<file path="config.mk">
export PLATFORM = sky130hd
export DESIGN_NAME = gemm_csr_queue
export DESIGN_NICKNAME = d
export VERILOG_FILES = /design/src/rtl/gemm_csr_queue.sv
export SDC_FILE = /design/constraint.sdc
export NUM_CORES = 1
export LEC_CHECK = 0
export CORE_UTILIZATION = 28
export CTS_CLUSTER_DIAMETER = 50
export DETAILED_ROUTE_END_ITERATION = 16
export PLACE_DENSITY = 0.45
export RECOVER_POWER = 100
export SETUP_SLACK_MARGIN = 0.1
export SLEW_MARGIN = 20
export SYNTH_ARGS = -nofsm -noshare
export SYNTH_HDL_FRONTEND = slang
export SYNTH_SLANG_ARGS = --single-unit
</file>
<file path="constraint.sdc">
create_clock -name clk -period 15.15 [get_ports clk]
set_input_delay 1.515 -clock clk [delete_from_list [all_inputs] [get_ports clk]]
set_output_delay 1.515 -clock clk [all_outputs]
set_load 0.01 [all_outputs]
</file>
<file path="src/rtl/gemm_csr_queue.sv">
// GEMM tile-configuration register window: stages descriptor fields from the host
// and commits them into a first-word-fall-through command FIFO for the tile engine.
module gemm_csr_queue #(
    parameter logic [31:0] BASE_ADDR = 32'h9000_0000,
    parameter int          DEPTH     = 4
) (
    input  logic        clk,
    input  logic        rst_n,
    input  logic        system_bus_en,
    input  logic        system_bus_rdwr,
    input  logic [31:0] system_bus_addr,
    input  logic [31:0] system_bus_wr_data,
    output logic [31:0] system_bus_rd_data,
    output logic        cmd_valid,
    input  logic        cmd_ready,
    output logic [31:0] cmd_a_addr,
    output logic [31:0] cmd_b_addr,
    output logic [31:0] cmd_c_addr,
    output logic [31:0] cmd_a_stride,
    output logic [31:0] cmd_b_stride,
    output logic        cmd_first,
    output logic        cmd_last,
    output logic [4:0]  cmd_msize,
    output logic [4:0]  cmd_ksize,
    output logic [4:0]  cmd_nsize,
    input  logic        engine_busy,
    output logic        irq_done
);

    localparam int PW = $clog2(DEPTH);
    localparam int CW = PW + 1;
    localparam int DW = 5 * 32 + 2 + 15;
    localparam logic [CW-1:0] DEPTH_C = CW'(DEPTH);

    localparam logic [2:0] OFF_A    = 3'd0;
    localparam logic [2:0] OFF_B    = 3'd1;
    localparam logic [2:0] OFF_C    = 3'd2;
    localparam logic [2:0] OFF_SA   = 3'd3;
    localparam logic [2:0] OFF_SB   = 3'd4;
    localparam logic [2:0] OFF_CTRL = 3'd5;
    localparam logic [2:0] OFF_DIM  = 3'd6;
    localparam logic [2:0] OFF_STAT = 3'd7;

    logic [31:0] st_a, st_b, st_c, st_sa, st_sb;
    logic        st_first, st_last;

    logic [DW-1:0] mem [DEPTH];
    logic [PW-1:0] wr_ptr, rd_ptr;
    logic [CW-1:0] count;

    logic ovf, dimerr, seen_commit, done_q;
    logic hit, wr_en, rd_en, commit, dim_ok, push_req, push_ok, pop;
    logic full, empty, done;
    logic [2:0]  off;
    logic [3:0]  count_field;
    logic [31:0] rd_mux;
    logic [DW-1:0] push_desc;
    logic addr_unused;

    assign addr_unused = ^system_bus_addr[1:0];

    assign hit    = (system_bus_addr[31:5] == BASE_ADDR[31:5]);
    assign off    = system_bus_addr[4:2];
    assign wr_en  = system_bus_en && system_bus_rdwr && hit;
    assign rd_en  = system_bus_en && !system_bus_rdwr;

    assign commit   = wr_en && (off == OFF_DIM);
    assign dim_ok   = (|system_bus_wr_data[4:0]) && (|system_bus_wr_data[9:5])
                      && (|system_bus_wr_data[14:10]);
    assign push_req = commit && dim_ok;

    assign full      = (count == DEPTH_C);
    assign empty     = (count == '0);
    assign cmd_valid = !empty;
    assign pop       = cmd_valid && cmd_ready;
    // When full, a same-cycle pop frees the slot the write pointer already points at.
    assign push_ok   = push_req && (!full || pop);

    assign done        = empty && !engine_busy && seen_commit;
    assign count_field = 4'(count);

    assign push_desc = {st_a, st_b, st_c, st_sa, st_sb, st_first, st_last,
                        system_bus_wr_data[14:10], system_bus_wr_data[9:5],
                        system_bus_wr_data[4:0]};

    assign {cmd_a_addr, cmd_b_addr, cmd_c_addr, cmd_a_stride, cmd_b_stride,
            cmd_first, cmd_last, cmd_nsize, cmd_ksize, cmd_msize} = mem[rd_ptr];

    always_ff @(posedge clk or negedge rst_n) begin
        if (!rst_n) begin
            st_a     <= '0;
            st_b     <= '0;
            st_c     <= '0;
            st_sa    <= '0;
            st_sb    <= '0;
            st_first <= 1'b0;
            st_last  <= 1'b0;
        end else if (wr_en) begin
            case (off)
                OFF_A:    st_a  <= system_bus_wr_data;
                OFF_B:    st_b  <= system_bus_wr_data;
                OFF_C:    st_c  <= system_bus_wr_data;
                OFF_SA:   st_sa <= system_bus_wr_data;
                OFF_SB:   st_sb <= system_bus_wr_data;
                OFF_CTRL: begin
                    st_first <= system_bus_wr_data[1];
                    st_last  <= system_bus_wr_data[0];
                end
                default: ;
            endcase
        end
    end

    always_ff @(posedge clk) begin
        if (push_ok) mem[wr_ptr] <= push_desc;
    end

    always_ff @(posedge clk or negedge rst_n) begin
        if (!rst_n) begin
            wr_ptr <= '0;
            rd_ptr <= '0;
            count  <= '0;
        end else begin
            if (push_ok) wr_ptr <= wr_ptr + 1'b1;
            if (pop)     rd_ptr <= rd_ptr + 1'b1;
            case ({push_ok, pop})
                2'b10:   count <= count + 1'b1;
                2'b01:   count <= count - 1'b1;
                default: ;
            endcase
        end
    end

    // A new error in the same cycle as its clear is kept: set wins over W1C.
    always_ff @(posedge clk or negedge rst_n) begin
        if (!rst_n) begin
            ovf         <= 1'b0;
            dimerr      <= 1'b0;
            seen_commit <= 1'b0;
        end else begin
            if (push_req && !push_ok)
                ovf <= 1'b1;
            else if (wr_en && off == OFF_STAT && system_bus_wr_data[3])
                ovf <= 1'b0;
            if (commit && !dim_ok)
                dimerr <= 1'b1;
            else if (wr_en && off == OFF_STAT && system_bus_wr_data[4])
                dimerr <= 1'b0;
            if (push_ok) seen_commit <= 1'b1;
        end
    end

    always_ff @(posedge clk or negedge rst_n) begin
        if (!rst_n) begin
            done_q   <= 1'b0;
            irq_done <= 1'b0;
        end else begin
            done_q   <= done;
            irq_done <= done && !done_q;
        end
    end

    always_comb begin
        rd_mux = '0;
        if (hit) begin
            case (off)
                OFF_A:    rd_mux = {31'b0, full};
                OFF_B:    rd_mux = st_b;
                OFF_C:    rd_mux = st_c;
                OFF_SA:   rd_mux = st_sa;
                OFF_SB:   rd_mux = st_sb;
                OFF_CTRL: rd_mux = {30'b0, st_first, st_last};
                OFF_DIM:  rd_mux = {31'b0, done};
                OFF_STAT: rd_mux = {20'b0, count_field, 3'b0, dimerr, ovf, done, empty, full};
                default:  rd_mux = '0;
            endcase
        end
    end

    always_ff @(posedge clk or negedge rst_n) begin
        if (!rst_n)     system_bus_rd_data <= '0;
        else if (rd_en) system_bus_rd_data <= rd_mux;
    end

endmodule

</file>
==> out/results.tsv, run 1 <==
metric	value	unit
outcome	finished with violations	
failing checks	max-capacitance violations, max-slew violations	
Die Y	352	µm
setup TNS	0	ps
CTS tree	built	
WP data arrival	10020	ps
Die X-Extent	352	µm
R2R setup slack	7020	ps
Sink Count	914	
Synth Flop Type	edfxtp_1	
RePlAce Congestion	0.712	
number of synthesized flops with an enable pin	708	
RSZ-0062 raised after global routing	false	
drt total wl	91900	µm
Vias/cell	4.63	
via count	16866	
CP Launch Type	primary input	
sequential element share of the synthesized area	77.2	%
FILL cells	11235	
final-report setup violation count	0	
Synth area leaders	edfxtp_1 62%, dfrtp_1 15%, mux4_2 12%	
largest net degree at the start of global routing	91	
Worst-Margin Slew	6130	ps
DRC viols	0	
Synth top area share	62.1	%
final instance area	42800	µm²
Hold WC Path Type	flop to flop	
Lkg Pwr	17.0	nW
final count of pins violating max slew	1008	
kind of critical path	primary input to flop	
commonest cells in the netlist	708 x edfxtp_1, 206 x dfrtp_1, 177 x mux4_2	
# resized after CTS	0	
share of layout cells above drive strength 1	26.9	%
multi-input logic area	7400	µm²
Routed wire per std cell	25.3	µm
Worst Path Max Fanout	50	
total grt overflow	0	
TritonRoute pass-1 iters	5	
DP Cell Count	3422	
Synth Net Count	1649	
Hold Path Depth	1	
die area	124000	µm²
vias in the first global route	18091	
antenna violations before repair	5	
port buffer count	278	
clk_lat worst skew	700	ps
CP Capture Type	flop	
synth warn	0	
Clock Path Buffers	3	
max-cap viol count	26	
Req. time, crit path	15440	ps
ANT nets after route	0	
synthesis-stage register bit count	914	
Max IR drop VDD	0.0895	mV
HPWL Detailed	52000	µm
Root Buffer	clkbuf_16	
most common cell in the netlist	edfxtp_1	
Pwr Density	129	nW/µm²
syn_area_per_cell	21.7	µm²
post-synthesis async set-or-reset flop share	22.5	%
Reg clk slew, reported paths	60	ps
Tot GR Track Use	14.9	%
Tmin final	9730	ps
Synth Cell Area	34200	µm²
f_max	103	MHz
area of placed instances	39000	µm²
area leader, netlist	edfxtp_1	
DR iter-0 viols	1026	
Netlist cell types	58	
Hold Fails Final Rpt	0	
Core ar.	121000	µm²
fin cells	3639	
Starting Density	28.4	%
Num CTS Buffers	114	
# hold bufs at CTS	0	
period utilization	64.2	%
nets	2001	
post-CTS setup buffer count	0	
# IOs	281	
Register Area	26400	µm²
H-tree depth	3	
Fin Hold WS	404	ps
R2R cell count	6	
area delta synth->final	25.0	%
first-pass GRT wire length	131000	µm
Max-slew headroom	-309	%
row count	127	
Final Skew	36.2	ps
Cells after Synth	1574	
-- power by group --
group	internal [mW]	total (mW)	switching, mW	leakage, nW
registers	2.68	2.68	0.0000122	10.9
logic	0.0193	0.0658	0.0464	4.10
clock network	1.70	2.79	1.09	1.92
total	4.39	5.53	1.14	17.0
-- metrics by stage --
step	setup slack [ps]	total power, mW	util (%)
after global placement	8680	2.80	32.3
after floorplan	7920	2.74	-
final	5420	5.53	35.5
after global routing	4660	5.70	35.5
after CTS	8930	5.60	35.6
after detailed placement	8660	2.80	32.3
-- worst paths after layout --
check | start | end
setup / recovery | system_bus_addr[7] | mem[3][107]
setup reg to reg | count[2] | mem[3][107]
hold reg to reg | done_q | irq_done
max in group asynchronous | rst_n | st_a[14]
min in group asynchronous | rst_n | st_c[1]
hold / removal | done_q | irq_done
-- sequential cells by signal, summed over array words and instances (netlist names) --
signal,cells
seen_commit,1
system_bus_rd_data,32
st_last,1
st_sa,32
ovf,1
st_sb,32
irq_done,1
rd_ptr,2
st_b,32
st_first,1
wr_ptr,2
mem,708
st_c,32
dimerr,1
st_a,32
count,3
done_q,1
-- cell type report --
class                      count  share of cell area, %
clock buffer                 151                   7.32
antenna                        2                 0.0117
multi-input combinational    574                   17.3
sequential                   914                   61.8
inverter                       8                 0.0702
clock inverter                64                   1.86
tap                         1612                   4.72
timing repair buffer         314                   6.96
-- metal layers --
metal / part of all wire (%) / up-vias / global-route usage [%] / wire (µm)
met5: 0.026 / - / 0 / 24
met4: 1.7 / 4 / 3.72 / 1560
met3: 6.1 / 119 / 3.87 / 5620
met2: 49 / 416 / 24.6 / 45200
met1: 43 / 9112 / 19.5 / 39500
li1: - / 7215 / - / -
-- cells by family after synthesis --
family / share of synthesized area, %
muxes: 17.2
xor gates and xnor gates: 0.128
adders and majority gates: 0.205
buffers and inverters: 1.23
and+or+nand+nor: 1.57
DFF: 77.2
AOI/OAI and AO/OA: 2.47
-- layout by cell type (no fill, tap or decap), types with 8 or more instances in the layout --
master / count
inv_1: 8
mux4_2: 177
dlygate4sd3_1: 225
dfrtp_1: 205
nand2_1: 46
clkbuf_16: 115
buf_4: 18
bufinv_16: 13
clkinv_2: 15
mux2_1: 13
a221oi_1: 25
mux2_2: 150
o21ai_0: 42
a21oi_1: 11
a22o_1: 25
edfxtp_1: 708
inv_6: 15
clkbuf_8: 12
clkbuf_1: 43
clkdlybuf4s50_1: 52
-- critical path, cell delays in order --
cell           delay (ps)
dlygate4sd3_1         540
nor4_1                340
nand4_1               470
nor4_1               1270
and2_0               2240
clkbuf_1             2620
buf_4                 900
(Power assumes the default switching activity.)
==> run 2: changes to the inputs <==
PLACE_DENSITY = 0.47   (was 0.45)
clock period = 8.5 ns   (was 15.15 ns; I/O delays follow)
==> out/results.tsv, run 2 (synthesis gave the netlist of run 1 again) <==
metric	value	unit	change
Hold WC Path Type	flop to flop		unchanged
Min-Delay Endpoint	irq_done		unchanged
Req. time, crit path	9060	ps	was 15,440 ps
most common cell after layout, fill and taps aside	edfxtp_1		unchanged
most used routing layer in global routing	met2		unchanged
DR iter-0 viols	1226		was 1,026
Hold Path Depth	1		unchanged
outcome	finished with violations		unchanged
Starting Density	28.4	%	unchanged
largest net degree at the start of global routing	104		was 91
# resized after CTS	0		unchanged
failing checks	max-capacitance violations, max-slew violations		unchanged
H-tree depth	3		unchanged
CP bufs+invs	2		was 3
Hold Fails Final Rpt	0		unchanged
Core ar.	121000	µm²	unchanged
Worst Path Max Fanout	17		was 50
die area	124000	µm²	unchanged
ANT nets after route	0		unchanged
Reg-to-Reg Start	count[2]		unchanged
Vias/cell	4.68		was 4.63
port buffer count	278		unchanged
met1 Use GR	19.7	%	was 19.5%
nets	1995		was 2,001
cell family with most CP delay	simple AND/OR/NAND/NOR gates		unchanged
# IOs	281		unchanged
Pwr Density	224	nW/µm²	was 129 nW/µm²
WP data arrival	6770	ps	was 10,020 ps
row count	127		unchanged
most frequent cells in the layout	708 x edfxtp_1, 226 x dlygate4sd3_1, 205 x dfrtp_1, 177 x mux4_2, 150 x mux2_2		was 708 x edfxtp_1, 225 x dlygate4sd3_1, 205 x dfrtp_1, 177 x mux4_2, 150 x mux2_2
slowest CP cell	and2_0		was clkbuf_1
final worst slack	2290	ps	was 5420 ps
RSZ-0062 raised after global routing	false		unchanged
final count of pins violating max slew	275		was 1,008
post-CTS setup buffer count	0		unchanged
Num CTS Buffers	109		was 114
Clock Path Buffers	3		unchanged
Crit path top cell by count	nor4_1		unchanged
share of layout cells above drive strength 1	26.8	%	was 26.9%
R2R setup slack	4230	ps	was 7020 ps
Worst-Margin Slew	4160	ps	was 6130 ps
f_max	161	MHz	
critical-path cell list	dlygate4sd3_1 > nor4_1 > nand4_1 > nor4_1 > and2_0 > clkbuf_1 > mux2_2		was dlygate4sd3_1 > nor4_1 > nand4_1 > nor4_1 > and2_0 > clkbuf_1 > buf_4
TritonRoute pass-1 iters	7		was 5
Max IR drop VDD	0.161	mV	was 0.0895 mV
vias in the first global route	18069		was 18,091
via count	16980		was 16,866
Routed wire per std cell	25.3	µm	about the same
RePlAce Congestion	0.717		was 0.712
area delta synth->final	24.5	%	was 25.0%
first-pass GRT wire length	131000	µm	about the same
HPWL Detailed	52000	µm	about the same
final-report setup violation count	0		unchanged
Max-slew headroom	-177	%	was -309%
Reg with most FFs	mem		unchanged
max-cap viol count	13		was 26
CP Launch Type	primary input		unchanged
Reg clk slew, reported paths	60	ps	about the same
Final Skew	25.6	ps	was 36.2 ps
Tot GR Track Use	14.9	%	about the same
Die X-Extent	352	µm	unchanged
max reg flops	708		unchanged
DRC viols	0		unchanged
Root Buffer	clkbuf_16		unchanged
M3 GR Usage	2.94	%	was 3.87%
setup TNS	0	ps	unchanged
antenna violations before repair	10		was 5
Crit Reg-Reg Endpoint	mem[2][153]		was mem[3][107]
# hold bufs at CTS	0		unchanged
drt total wl	91700	µm	was 91,900 µm
total grt overflow	0		unchanged
CTS tree	built		unchanged
clk_lat worst skew	680	ps	was 700 ps
period utilization	73.1	%	
kind of critical path	primary input to flop		unchanged
Tmin final	6210	ps	
Die Y	352	µm	unchanged
met2 GRT Util	24.7	%	was 24.6%
Crit path largest cell delay	1540	ps	was 2620 ps
worst hold start	done_q		unchanged
Lkg Pwr	16.9	nW	was 17.0 nW
DP Worst Slack	3220	ps	was 8660 ps
Sink Count	914		unchanged
CP Capture Type	flop		unchanged
R2R cell count	5		was 6
## run 2: changes by cell type in the layout (fill, tap and decap cells not counted), moves of 6 or more
cell	previous run	this run
clkbuf_1	43	33
clkinv_1	3	11
clkinv_2	15	21
inv_6	15	9
buf_12	0	7
## run 2: how the worst max path moves through the flow
stage,startpoint,endpoint,slack [ps],depth (start not counted)
CTS,rd_ptr[1],cmd_b_addr[0],3710,3
global placement,system_bus_wr_data[14],mem[3][151],3250,6
finish,system_bus_addr[6],st_sb[20],2290,7
detailed placement,system_bus_wr_data[14],mem[2][151],3220,6
global route,system_bus_addr[6],st_sb[2],2060,7
floorplan,system_bus_addr[15],mem[0][0],1930,4
## run 2: per-layer routing
metal | up-vias | wire length (µm)
met4 | 0 | 1970
met3 | 115 | 5310
met5 | - | 0
li1 | 7186 | -
met2 | 477 | 45500
met1 | 9202 | 39000
## run 2: worst reg2reg max path: cells and delay by family (launching register included)
family	cells	cell delay [ps]
AO/OA/AOI/OAI	1	140
buffers and inverters	1	780
AND/OR/NAND/NOR	3	2420
flip-flops	1	440
## run 2: final cells by class
| cell class | instances | area [µm²] |
|---|---|---|
| fillers | 11197 | 78000 |
| flip-flops and latches | 914 | 26400 |
| multi-input cells | 574 | 7380 |
| repair buffers | 313 | 3090 |
| clock buffers | 141 | 2980 |
| well taps | 1612 | 2020 |
| clock inverters | 67 | 683 |
| inverters | 8 | 30.0 |
| diodes | 3 | 7.51 |
## run 2: power breakdown
| part | internal (mW) | switching, mW | total, mW |
|---|---|---|---|
| Sequential | 4.77 | 0.0000204 | 4.77 |
| Clock | 2.82 | 1.85 | 4.67 |
| Combinational | 0.0355 | 0.0833 | 0.119 |
| Total | 7.62 | 1.93 | 9.55 |
## run 2: stage by stage
stage	power [mW]	std cells	hold WS (ps)	utilization, %	cell area (µm²)
floorplan	4.88	1574	378	-	34200
global placement	4.98	3421	405	32.4	39000
detailed placement	4.98	3421	405	32.4	39000
CTS	9.67	3629	116	35.4	42700
global route	9.85	3630	414	35.3	42600
finish	9.55	3632	409	35.3	42600
